===== src/rtl/multicycle_control.sv =====
// multicycle_control: Moore FSM that sequences a multi-cycle MIPS datapath.
// It uses one shared instruction/data memory and the IR, MDR, A, B and ALUOut registers.
// It decodes OP/Funct, drives every mux select and write enable, and stalls on MemReady.
//
// Ports
//   clk, reset       clock; synchronous active-high reset (state -> FETCH)
//   OP, Funct        IR[31:26], IR[5:0]
//   Zero             ALU zero flag (branch condition)
//   MemReady         memory completes the current access this cycle
//   PCWrite..RegDst  datapath enables and mux selects
//   State            current state code (debug)
//   Illegal          high while in HALT
//   CycleCount, RetireCount  perf counters, present only when MC_PERF_CNT_EN is defined
//
// Build option: define MC_PERF_CNT_EN to add the CycleCount/RetireCount perf counters.
// Instruction latency with MemReady=1: branch/j/jal/jr take 3 cycles,
// R-type/addi/ori/sw take 4 cycles, and lw takes 5 cycles.
// Backpressure: FETCH, MEM_READ and MEM_WRITE hold while MemReady=0.
module multicycle_control #(
    parameter int CNT_WIDTH = 32
) (
    input  logic       clk,
    input  logic       reset,
    input  logic [5:0] OP,
    input  logic [5:0] Funct,
    input  logic       Zero,
    input  logic       MemReady,
    output logic       PCWrite,
    output logic       IorD,
    output logic       MemRead,
    output logic       MemWrite,
    output logic       IRWrite,
    output logic [1:0] MemtoReg,
    output logic [1:0] PCSource,
    output logic [3:0] ALUOp,
    output logic       ALUSrcA,
    output logic [1:0] ALUSrcB,
    output logic       RegWrite,
    output logic [1:0] RegDst,
    output logic [3:0] State,
    output logic       Illegal
`ifdef MC_PERF_CNT_EN
    ,
    output logic [CNT_WIDTH-1:0] CycleCount,
    output logic [CNT_WIDTH-1:0] RetireCount
`endif
);

    if (CNT_WIDTH < 1) begin : g_bad_cnt_width
        $error("multicycle_control: CNT_WIDTH must be at least 1");
    end

    typedef enum logic [3:0] {
        S_FETCH     = 4'h0,
        S_DECODE    = 4'h1,
        S_MEM_ADDR  = 4'h2,
        S_MEM_READ  = 4'h3,
        S_MEM_WB    = 4'h4,
        S_MEM_WRITE = 4'h5,
        S_EXECUTE   = 4'h6,
        S_ALU_WB    = 4'h7,
        S_BRANCH    = 4'h8,
        S_JUMP      = 4'h9,
        S_JR        = 4'hA,
        S_JAL       = 4'hB,
        S_IMM_EX    = 4'hC,
        S_IMM_WB    = 4'hD,
        S_HALT      = 4'hF
    } state_t;

    // Opcodes
    localparam logic [5:0] OP_RTYPE = 6'h00;
    localparam logic [5:0] OP_J     = 6'h02;
    localparam logic [5:0] OP_JAL   = 6'h03;
    localparam logic [5:0] OP_BEQ   = 6'h04;
    localparam logic [5:0] OP_BNE   = 6'h05;
    localparam logic [5:0] OP_ADDI  = 6'h08;
    localparam logic [5:0] OP_ORI   = 6'h0D;
    localparam logic [5:0] OP_LW    = 6'h23;
    localparam logic [5:0] OP_SW    = 6'h2B;
    localparam logic [5:0] FN_JR    = 6'h08;

    // ALU operation codes
    localparam logic [3:0] ALU_ADD = 4'd0;
    localparam logic [3:0] ALU_SUB = 4'd1;
    localparam logic [3:0] ALU_OR  = 4'd2;
    localparam logic [3:0] ALU_R   = 4'd7;

    // Mux select encodings
    localparam logic [1:0] SRCB_B      = 2'b00;
    localparam logic [1:0] SRCB_FOUR   = 2'b01;
    localparam logic [1:0] SRCB_IMM    = 2'b10;
    localparam logic [1:0] SRCB_IMMSH  = 2'b11;
    localparam logic [1:0] PCS_ALU     = 2'b00;
    localparam logic [1:0] PCS_ALUOUT  = 2'b01;
    localparam logic [1:0] PCS_JUMP    = 2'b10;
    localparam logic [1:0] PCS_REG_A   = 2'b11;
    localparam logic [1:0] M2R_ALUOUT  = 2'b00;
    localparam logic [1:0] M2R_MDR     = 2'b01;
    localparam logic [1:0] M2R_PC      = 2'b10;
    localparam logic [1:0] DST_RT      = 2'b00;
    localparam logic [1:0] DST_RD      = 2'b01;
    localparam logic [1:0] DST_RA      = 2'b10;

    state_t state_q, state_d;

    // ------------------------------------------------------------------
    // State register
    // ------------------------------------------------------------------
    always_ff @(posedge clk) begin
        if (reset) begin
            state_q <= S_FETCH;
        end else begin
            state_q <= state_d;
        end
    end

    // ------------------------------------------------------------------
    // Next-state logic
    // ------------------------------------------------------------------
    always_comb begin
        state_d = state_q;
        unique case (state_q)
            S_FETCH: begin
                if (MemReady) begin
                    state_d = S_DECODE;
                end
            end
            S_DECODE: begin
                unique case (OP)
                    OP_LW, OP_SW:    state_d = S_MEM_ADDR;
                    OP_RTYPE:        state_d = (Funct == FN_JR) ? S_JR : S_EXECUTE;
                    OP_ADDI, OP_ORI: state_d = S_IMM_EX;
                    OP_BEQ, OP_BNE:  state_d = S_BRANCH;
                    OP_J:            state_d = S_JUMP;
                    OP_JAL:          state_d = S_JAL;
                    default:         state_d = S_HALT;
                endcase
            end
            // Only lw and sw reach MEM_ADDR, so one opcode compare is enough.
            S_MEM_ADDR:  state_d = (OP == OP_SW) ? S_MEM_WRITE : S_MEM_READ;
            S_MEM_READ: begin
                if (MemReady) begin
                    state_d = S_MEM_WB;
                end
            end
            S_MEM_WB:    state_d = S_FETCH;
            S_MEM_WRITE: begin
                if (MemReady) begin
                    state_d = S_FETCH;
                end
            end
            S_EXECUTE:   state_d = S_ALU_WB;
            S_ALU_WB:    state_d = S_FETCH;
            S_IMM_EX:    state_d = S_IMM_WB;
            S_IMM_WB:    state_d = S_FETCH;
            S_BRANCH:    state_d = S_FETCH;
            S_JUMP:      state_d = S_FETCH;
            S_JR:        state_d = S_FETCH;
            S_JAL:       state_d = S_FETCH;
            S_HALT:      state_d = S_HALT;
            // The unused code 0xE can only come from corruption; park it in HALT.
            default:     state_d = S_HALT;
        endcase
    end

    // ------------------------------------------------------------------
    // Output decode (Moore, except the FETCH handshake and the branch condition)
    // ------------------------------------------------------------------
    always_comb begin
        PCWrite  = 1'b0;
        IorD     = 1'b0;
        MemRead  = 1'b0;
        MemWrite = 1'b0;
        IRWrite  = 1'b0;
        MemtoReg = M2R_ALUOUT;
        PCSource = PCS_ALU;
        ALUOp    = ALU_ADD;
        ALUSrcA  = 1'b0;
        ALUSrcB  = SRCB_B;
        RegWrite = 1'b0;
        RegDst   = DST_RT;
        Illegal  = 1'b0;

        unique case (state_q)
            S_FETCH: begin
                // PC+4 is computed every cycle.
                // PC and IR commit only when the memory returns the word.
                MemRead = 1'b1;
                ALUSrcB = SRCB_FOUR;
                IRWrite = MemReady;
                PCWrite = MemReady;
            end
            S_DECODE: begin
                // Speculative branch target goes into ALUOut.
                ALUSrcB = SRCB_IMMSH;
            end
            S_MEM_ADDR: begin
                ALUSrcA = 1'b1;
                ALUSrcB = SRCB_IMM;
            end
            S_MEM_READ: begin
                IorD    = 1'b1;
                MemRead = 1'b1;
            end
            S_MEM_WB: begin
                RegDst   = DST_RT;
                MemtoReg = M2R_MDR;
                RegWrite = 1'b1;
            end
            S_MEM_WRITE: begin
                IorD     = 1'b1;
                MemWrite = 1'b1;
            end
            S_EXECUTE: begin
                ALUSrcA = 1'b1;
                ALUSrcB = SRCB_B;
                ALUOp   = ALU_R;
            end
            S_ALU_WB: begin
                RegDst   = DST_RD;
                MemtoReg = M2R_ALUOUT;
                RegWrite = 1'b1;
            end
            S_IMM_EX: begin
                ALUSrcA = 1'b1;
                ALUSrcB = SRCB_IMM;
                ALUOp   = (OP == OP_ORI) ? ALU_OR : ALU_ADD;
            end
            S_IMM_WB: begin
                RegDst   = DST_RT;
                MemtoReg = M2R_ALUOUT;
                RegWrite = 1'b1;
            end
            S_BRANCH: begin
                ALUSrcA  = 1'b1;
                ALUSrcB  = SRCB_B;
                ALUOp    = ALU_SUB;
                PCSource = PCS_ALUOUT;
                PCWrite  = (OP == OP_BNE) ? ~Zero : Zero;
            end
            S_JUMP: begin
                PCSource = PCS_JUMP;
                PCWrite  = 1'b1;
            end
            S_JR: begin
                PCSource = PCS_REG_A;
                PCWrite  = 1'b1;
            end
            S_JAL: begin
                // PC still holds PC+4 here, so it is the link value written to $31.
                PCSource = PCS_JUMP;
                PCWrite  = 1'b1;
                RegDst   = DST_RA;
                MemtoReg = M2R_PC;
                RegWrite = 1'b1;
            end
            S_HALT: begin
                Illegal = 1'b1;
            end
            default: begin
                Illegal = 1'b1;
            end
        endcase

        // Reset kills every architectural side effect in the same cycle.
        // A half-finished instruction never writes the PC, the IR, the
        // register file or memory.
        if (reset) begin
            PCWrite  = 1'b0;
            MemRead  = 1'b0;
            MemWrite = 1'b0;
            IRWrite  = 1'b0;
            RegWrite = 1'b0;
        end
    end

    assign State = state_q;

`ifdef MC_PERF_CNT_EN
    // ------------------------------------------------------------------
    // Performance counters (free-running, wrap at max, frozen in HALT)
    // ------------------------------------------------------------------
    localparam logic [CNT_WIDTH-1:0] CNT_ONE = {{(CNT_WIDTH-1){1'b0}}, 1'b1};

    logic [CNT_WIDTH-1:0] cycle_cnt_q, cycle_cnt_d;
    logic [CNT_WIDTH-1:0] retire_cnt_q, retire_cnt_d;

    always_comb begin
        cycle_cnt_d  = cycle_cnt_q;
        retire_cnt_d = retire_cnt_q;
        if (state_q != S_HALT) begin
            cycle_cnt_d = cycle_cnt_q + CNT_ONE;
            // An instruction retires when the FSM returns to FETCH.
            if ((state_q != S_FETCH) && (state_d == S_FETCH)) begin
                retire_cnt_d = retire_cnt_q + CNT_ONE;
            end
        end
    end

    always_ff @(posedge clk) begin
        if (reset) begin
            cycle_cnt_q  <= '0;
            retire_cnt_q <= '0;
        end else begin
            cycle_cnt_q  <= cycle_cnt_d;
            retire_cnt_q <= retire_cnt_d;
        end
    end

    assign CycleCount  = cycle_cnt_q;
    assign RetireCount = retire_cnt_q;
`endif

endmodule


===== config.mk =====
export PLATFORM = sky130hd
export DESIGN_NAME = multicycle_control
export DESIGN_NICKNAME = d
export VERILOG_FILES = /design/src/rtl/multicycle_control.sv
export SDC_FILE = /design/constraint.sdc
export NUM_CORES = 1
export LEC_CHECK = 0
export CAP_MARGIN = 10
export CORE_AREA = 2 2 46 48
export CTS_CLUSTER_SIZE = 8
export DETAILED_ROUTE_END_ITERATION = 6
export DIE_AREA = 0 0 48 50
export HOLD_SLACK_MARGIN = 0.15
export PLACE_DENSITY_LB_ADDON = 0.3
export SLEW_MARGIN = 10
export SYNTH_ARGS = -nofsm -noshare
export SYNTH_HDL_FRONTEND = slang
export SYNTH_SLANG_ARGS = --single-unit

===== constraint.sdc =====
create_clock -name clk -period 3.56 [get_ports clk]
set_input_delay 0.356 -clock clk [delete_from_list [all_inputs] [get_ports clk]]
set_output_delay 0.356 -clock clk [all_outputs]
set_load 0.01 [all_outputs]

== Word level (Yosys, flattened, before mapping) ==
Cells that the tools add are included.

* Eq/ne operators: 25
* Mux-type cells: 27
* Bitwise logic cells: 1
* Reductions and logical operators: 15

{| class="wikitable"
|+ Operators by type and width
! kind !! number
|-
| one-hot mux 4 bit (8 select lines) || 1
|-
| equality test 4 bit (second input constant) || 6
|-
| one-hot mux 4 bit (6 select lines) || 1
|-
| equality test 6 x 4 -> 1 bit (second input constant) || 3
|-
| equality test 4 x 3 -> 1 bit (second input constant) || 4
|-
| 2-to-1 mux 4 bit || 4
|-
| OR reduction 14 bit || 1
|-
| OR reduction 2 bit || 7
|-
| 2-to-1 mux 1 bit || 13
|-
| equality test 6 x 2 -> 1 bit (second input constant) || 2
|-
| equality test 6 x 3 -> 1 bit (second input constant) || 2
|-
| equality test 6 bit (second input constant) || 2
|-
| one-hot mux 2 bit (3 select lines) || 2
|-
| one-hot mux 3 bit (3 select lines) || 1
|-
| equality test 4 x 2 -> 1 bit (second input constant) || 2
|-
| one-hot mux 2 bit (2 select lines) || 2
|-
| OR reduction 4 bit || 2
|-
| OR reduction 7 bit || 1
|-
| logical NOT 6 bit || 1
|-
| != test 2 bit (second input constant) || 3
|-
| equality test 4 x 1 -> 1 bit (second input constant) || 1
|-
| logical NOT 4 bit || 1
|-
| 2-to-1 mux 3 bit || 1
|-
| one-hot mux 1 bit (3 select lines) || 1
|-
| other kinds (4) || 4
|}

* Flip-flop bits (word level): 4
* Input bits: 16
* Output and inout port bits: 24
* Logic and storage cells: 69

== Longest topological paths before layout ==
Gate-level depths: netlist (run 1).

* Depth in word-level cells: 4
* Depth in mapped cells: 6

== Least setup slack after synthesis (run 1) ==
No wires, ideal clock.

* Kind: input-to-output
* From: input OP[1]
* To: output ALUOp[1]
* Data arrival time: 1.664 ns
* Data required time: 3.204 ns
* Slack: 1.540 ns
* Stages: 5
* Cells stage by stage: buf_6 > or3_4 > or2_1 > or3_1 > a21oi_1

* Word-level cells in the longest chain between the ends: 3

{| class="wikitable"
|+ Ends and longest elaborated chain
! what !! RTL line !! RTL
|-
| from (decl) || 24 || <nowiki>input logic [5:0] OP,</nowiki>
|-
| equality test 6 x 4 -> 1 bit || 228 || <nowiki>ALUOp = (OP == OP_ORI) ? ALU_OR : ALU_ADD;</nowiki>
|-
| 2-to-1 mux 2 bit || 228 ||
|-
| one-hot mux 3 bit (3 select lines) || 185 || <nowiki>unique case (state_q)</nowiki>
|-
| to (decl) || 35 || <nowiki>output logic [3:0] ALUOp,</nowiki>
|}

Every way passes these cells.

== Worst setup path after layout (run 1) ==
Ends and elaborated chain as after synthesis.

==> results of run 1 <==
==> cells in the mapped netlist, types with 3 or more instances <==
cell type	instances
sky130_fd_sc_hd__and3_1	3
sky130_fd_sc_hd__nor2b_1	7
sky130_fd_sc_hd__nor3_1	4
sky130_fd_sc_hd__nand2b_1	8
sky130_fd_sc_hd__or3_1	3
sky130_fd_sc_hd__nand2_1	4
sky130_fd_sc_hd__a21oi_1	4
sky130_fd_sc_hd__dfxtp_1	4
sky130_fd_sc_hd__clkbuf_1	8
sky130_fd_sc_hd__a211oi_1	4
sky130_fd_sc_hd__nor2_1	15
sky130_fd_sc_hd__inv_1	3
==> how the worst max path moves through the flow <==
stage / from / endpoint / cells past startpoint
global route: OP[1] / ALUOp[1] / 6
CTS: OP[1] / ALUOp[1] / 6
floorplan: OP[1] / ALUOp[1] / 5
finish: OP[1] / ALUOp[1] / 6
global placement: OP[1] / ALUOp[1] / 6
detailed placement: OP[1] / ALUOp[1] / 6
==> report_power, final <==
group | total [mW] | internal (mW) | switching, mW
combinational | 0.306 | 0.176 | 0.130
sequential | 0.118 | 0.0562 | 0.0615
clock | 0.0588 | 0.0379 | 0.0210
==> metrics by stage <==
stage               cells  cell area [µm²]  util [%]  setup WS (ns)
floorplan             112              754         -           1.54
global placement      165             1110      58.5          0.554
detailed placement    165             1110      58.5          0.532
CTS                   168             1130      59.7          0.526
global route          168             1130      59.7          0.440
finish                168             1130      59.7          0.512
==> layer usage <==
layer	GRT usage (%)	up-vias
met2	34.0	28
met3	1.83	2
met1	24.0	435
met5	0	-
met4	2.70	0
li1	-	471
==> layout make-up <==
class	instances	area, µm²	share of cell area [%]
Clock buffer	3	22.5	1.98
Tap cell	27	33.8	2.98
Multi-Input combinational cell	93	607	53.5
Sequential cell	4	80.1	7.06
Timing Repair Buffer	38	380	33.5
Inverter	3	11.3	0.992
==> kinds of logic (layout without fill, tap and decap cells) <==
kind of cell	count (synthesis)	after routing	share of synthesized area (%)
xor+xnor	2	2	2.32
simple gates	59	59	44.3
buf+inv	15	44	8.96
other cells	1	1	0.497
flops	4	4	10.6
compound gates	29	29	30.5
mux	2	2	2.82
==> worst register-to-register path: cells and delay by family, from the launching register on <==
kind	cells	cell delay (ns)
AO/OA/AOI/OAI	2	0.59
flip-flops	1	0.74
AND/OR/NAND/NOR	2	0.33
==> results.md, run 1 <==
Run status:
- The flow ran to the end, and the final reports show no timing, DRC or antenna violations.

Layout:
- The count of antenna diodes in the layout is 0.
- At the end of the flow, the number of nets in the layout was 159.
- Leaving out fill and tap cells, the most frequent cell in the layout is sky130_fd_sc_hd__clkdlybuf4s50_1.
- In the layout the commonest cells are 38 x sky130_fd_sc_hd__clkdlybuf4s50_1, 15 x sky130_fd_sc_hd__nor2_1, 8 x sky130_fd_sc_hd__nand2b_1.
- The flip-flop count of the largest register, all copies and words added is 4.
- The fill cell total of the finished layout is 174.
- The area growth from synthesis to layout is 50.4%.
- The share of post-route cells with drive strength above 1 is 5.67%.

Synthesis:
- The number of storage elements in the synthesis netlist is 4.
- The synthesized design devotes to its leading area cell type 10.6% of total area.
- By area the synthesized netlist is led by sky130_fd_sc_hd__dfxtp_1 11%, sky130_fd_sc_hd__nor2_1 7.5%, sky130_fd_sc_hd__nand2b_1 6.6%.
- The post-synthesis average cell area is 6.74 µm².
- The mapped netlist covers 754 µm².
- The count of yosys warnings during synthesis is 0.
- The async set or reset register ratio after synthesis is 0%.
- The number of distinct library cell variants in the gate-level netlist after synthesis is 47.
- sky130_fd_sc_hd__dfxtp_1 takes more of the synthesized area than any other cell.
- The gate count after technology mapping is 112.
- The dominant synthesized flop cell is sky130_fd_sc_hd__dfxtp_1.
- Counting flops with a built-in enable in the synthesized netlist gives 0.
- The post-synth net total is 128.
- The share of synthesized area occupied by flip-flops and latches is 10.6%.

Critical path:
- The critical path goes through clkdlybuf4s50_1, or3_4, or2_1, or3_1, a21oi_1, clkdlybuf4s50_1.
- The largest fanout on the critical path is 10.
- The end of the worst register-to-register path is State[0].
- The critical path capture point type is a primary output.
- The largest stage delay on the critical path is 0.56 ns.
- Among cell families on the critical path, the largest total delay comes from buffers and inverters.
- The depth of the worst register-to-register path is 4.
- The internal reg-to-reg setup slack is 1.78 ns.
- On the critical path, the stage with the largest delay is an instance of sky130_fd_sc_hd__clkdlybuf4s50_1.
- In this run the critical register-to-register path is launched from State[0].
- By startpoint and endpoint, the worst setup path is classified as input port to primary output.
- The buffers plus inverters on the worst setup path is 2.
- In this design, the critical path's most frequently occurring cell is sky130_fd_sc_hd__clkdlybuf4s50_1.
- The critical path data arrival time is 2.69 ns.
- The startpoint type of the worst setup path is an input port.
- The required time at the endpoint of the critical path is 3.20 ns.

Global route:
- Summed over all layers, the global routing overflow is 0.
- The via count of the first global-routing pass is 860.
- The first global-routing pass estimated 3530 µm of wire.
- The number of antenna violations at the first check in global routing is 0.
- The total routing resource utilization after global routing is 19.1%.
- The maximum number of pins on one net before global-route repair is 25.

Detailed routing:
- The final antenna-violating net count is 0.
- Detailed routing placed a total of 1110 µm of wire on met2.
- Summed over all layers, the routed wires come to 2280 µm.
- The mean number of vias per cell is 5.57.
- Before antenna repair, the detailed router went through 4 iterations.
- The number of remaining DRC errors is 0.
- The detailed-routed wire length on met3 is 137 µm.
- The via total after detailed routing is 936.
- The routed wire length per instance is 13.6 µm.
- For this block, wires on met1 add up to 1030 µm.
- The uppermost layer routed is met4.
- The detailed router finished its first iteration with 15 violations.

Clock network:
- Counting every sink on the clock net gives 4.
- The clock-pin slew of the registers on the worst-case setup and hold paths is 0.04 ns.
- The total of hold buffers inserted after clock tree synthesis is 0.
- The level count of the clock H-tree is 1.
- The CTS tree is yes.
- The library cell used as clock root buffer is sky130_fd_sc_hd__clkbuf_4.
- In this run, post-CTS repair resized a total of 0 instances.
- Counting the buffers created by CTS gives 3.
- Once the clock tree was built, the setup fixing pass inserted 0 buffers.
- The deepest clock path buffer count is 2.
- The insertion delay of the later-clocked pin in the worst-skew pair is 0.24 ns.

Power:
- The ratio of total power to cell area is 425 nW/µm².
- The power after layout is 0.483 mW.
- The worst IR drop on VDD is 176 µV.
- For this design the static power due to leakage is 0.415 nW.

STA:
- Final hold analysis gives a worst-case slack of 0.801 ns.
- The number of max-slew violations in the final report is 0.
- The transition time at the pin with the least slew margin is 0.755 ns.
- Setup repair after global routing left no endpoint under its margin.
- The worst pin sits at a relative slew slack of 49.6%.
- The top achievable clock speed is 328 MHz.
- In the final timing run, aggregate negative setup slack is 0 ns.
- The share of the cycle needed by the critical path after routing is 85.6%.
- The maximum clock skew at final layout is 0.00618 ns.
- The final hold violation count was 0.
- The minimum clock period is 3.05 ns.
- Setup violations remaining at the end of the flow were counted as 0.

Floorplanning:
- The core region is 1900 µm².
- The effective utilization at floorplan is 39.7%.
- The x dimension of the die is 48 µm.
- The floorplan die area is 2400 µm².
- For this design the top-level I/O count stands at 40.
- The number of placement rows is 16.
- Measured along the y axis, the die boundary spans 50 µm.

Place:
- Routability-driven placement finished with a final weighted congestion of 0.804.
- During placement, the flow inserted port buffers numbering 38.
- The placed wire-length estimate after detailed placement is 1650 µm.

Min path:
- The path with the worst hold slack has its endpoint at State[3].
- The number of cells on the worst hold path is 2.
- The origin of the worst min-delay path is State[3].
- The kind of path behind the tightest hold check is register to register.

Flow run:
- The tool flagged a number of max-cap violations equal to 0.
No activity file was read; power rests on OpenSTA's default activity.
==> run 2: changes to the inputs <==
CTS_CLUSTER_DIAMETER = 80   (was default)
CTS_CLUSTER_SIZE = 25   (was 8)
==> results of run 2 <==
The final DEF is identical to that of run 1; final timing and power are the same.
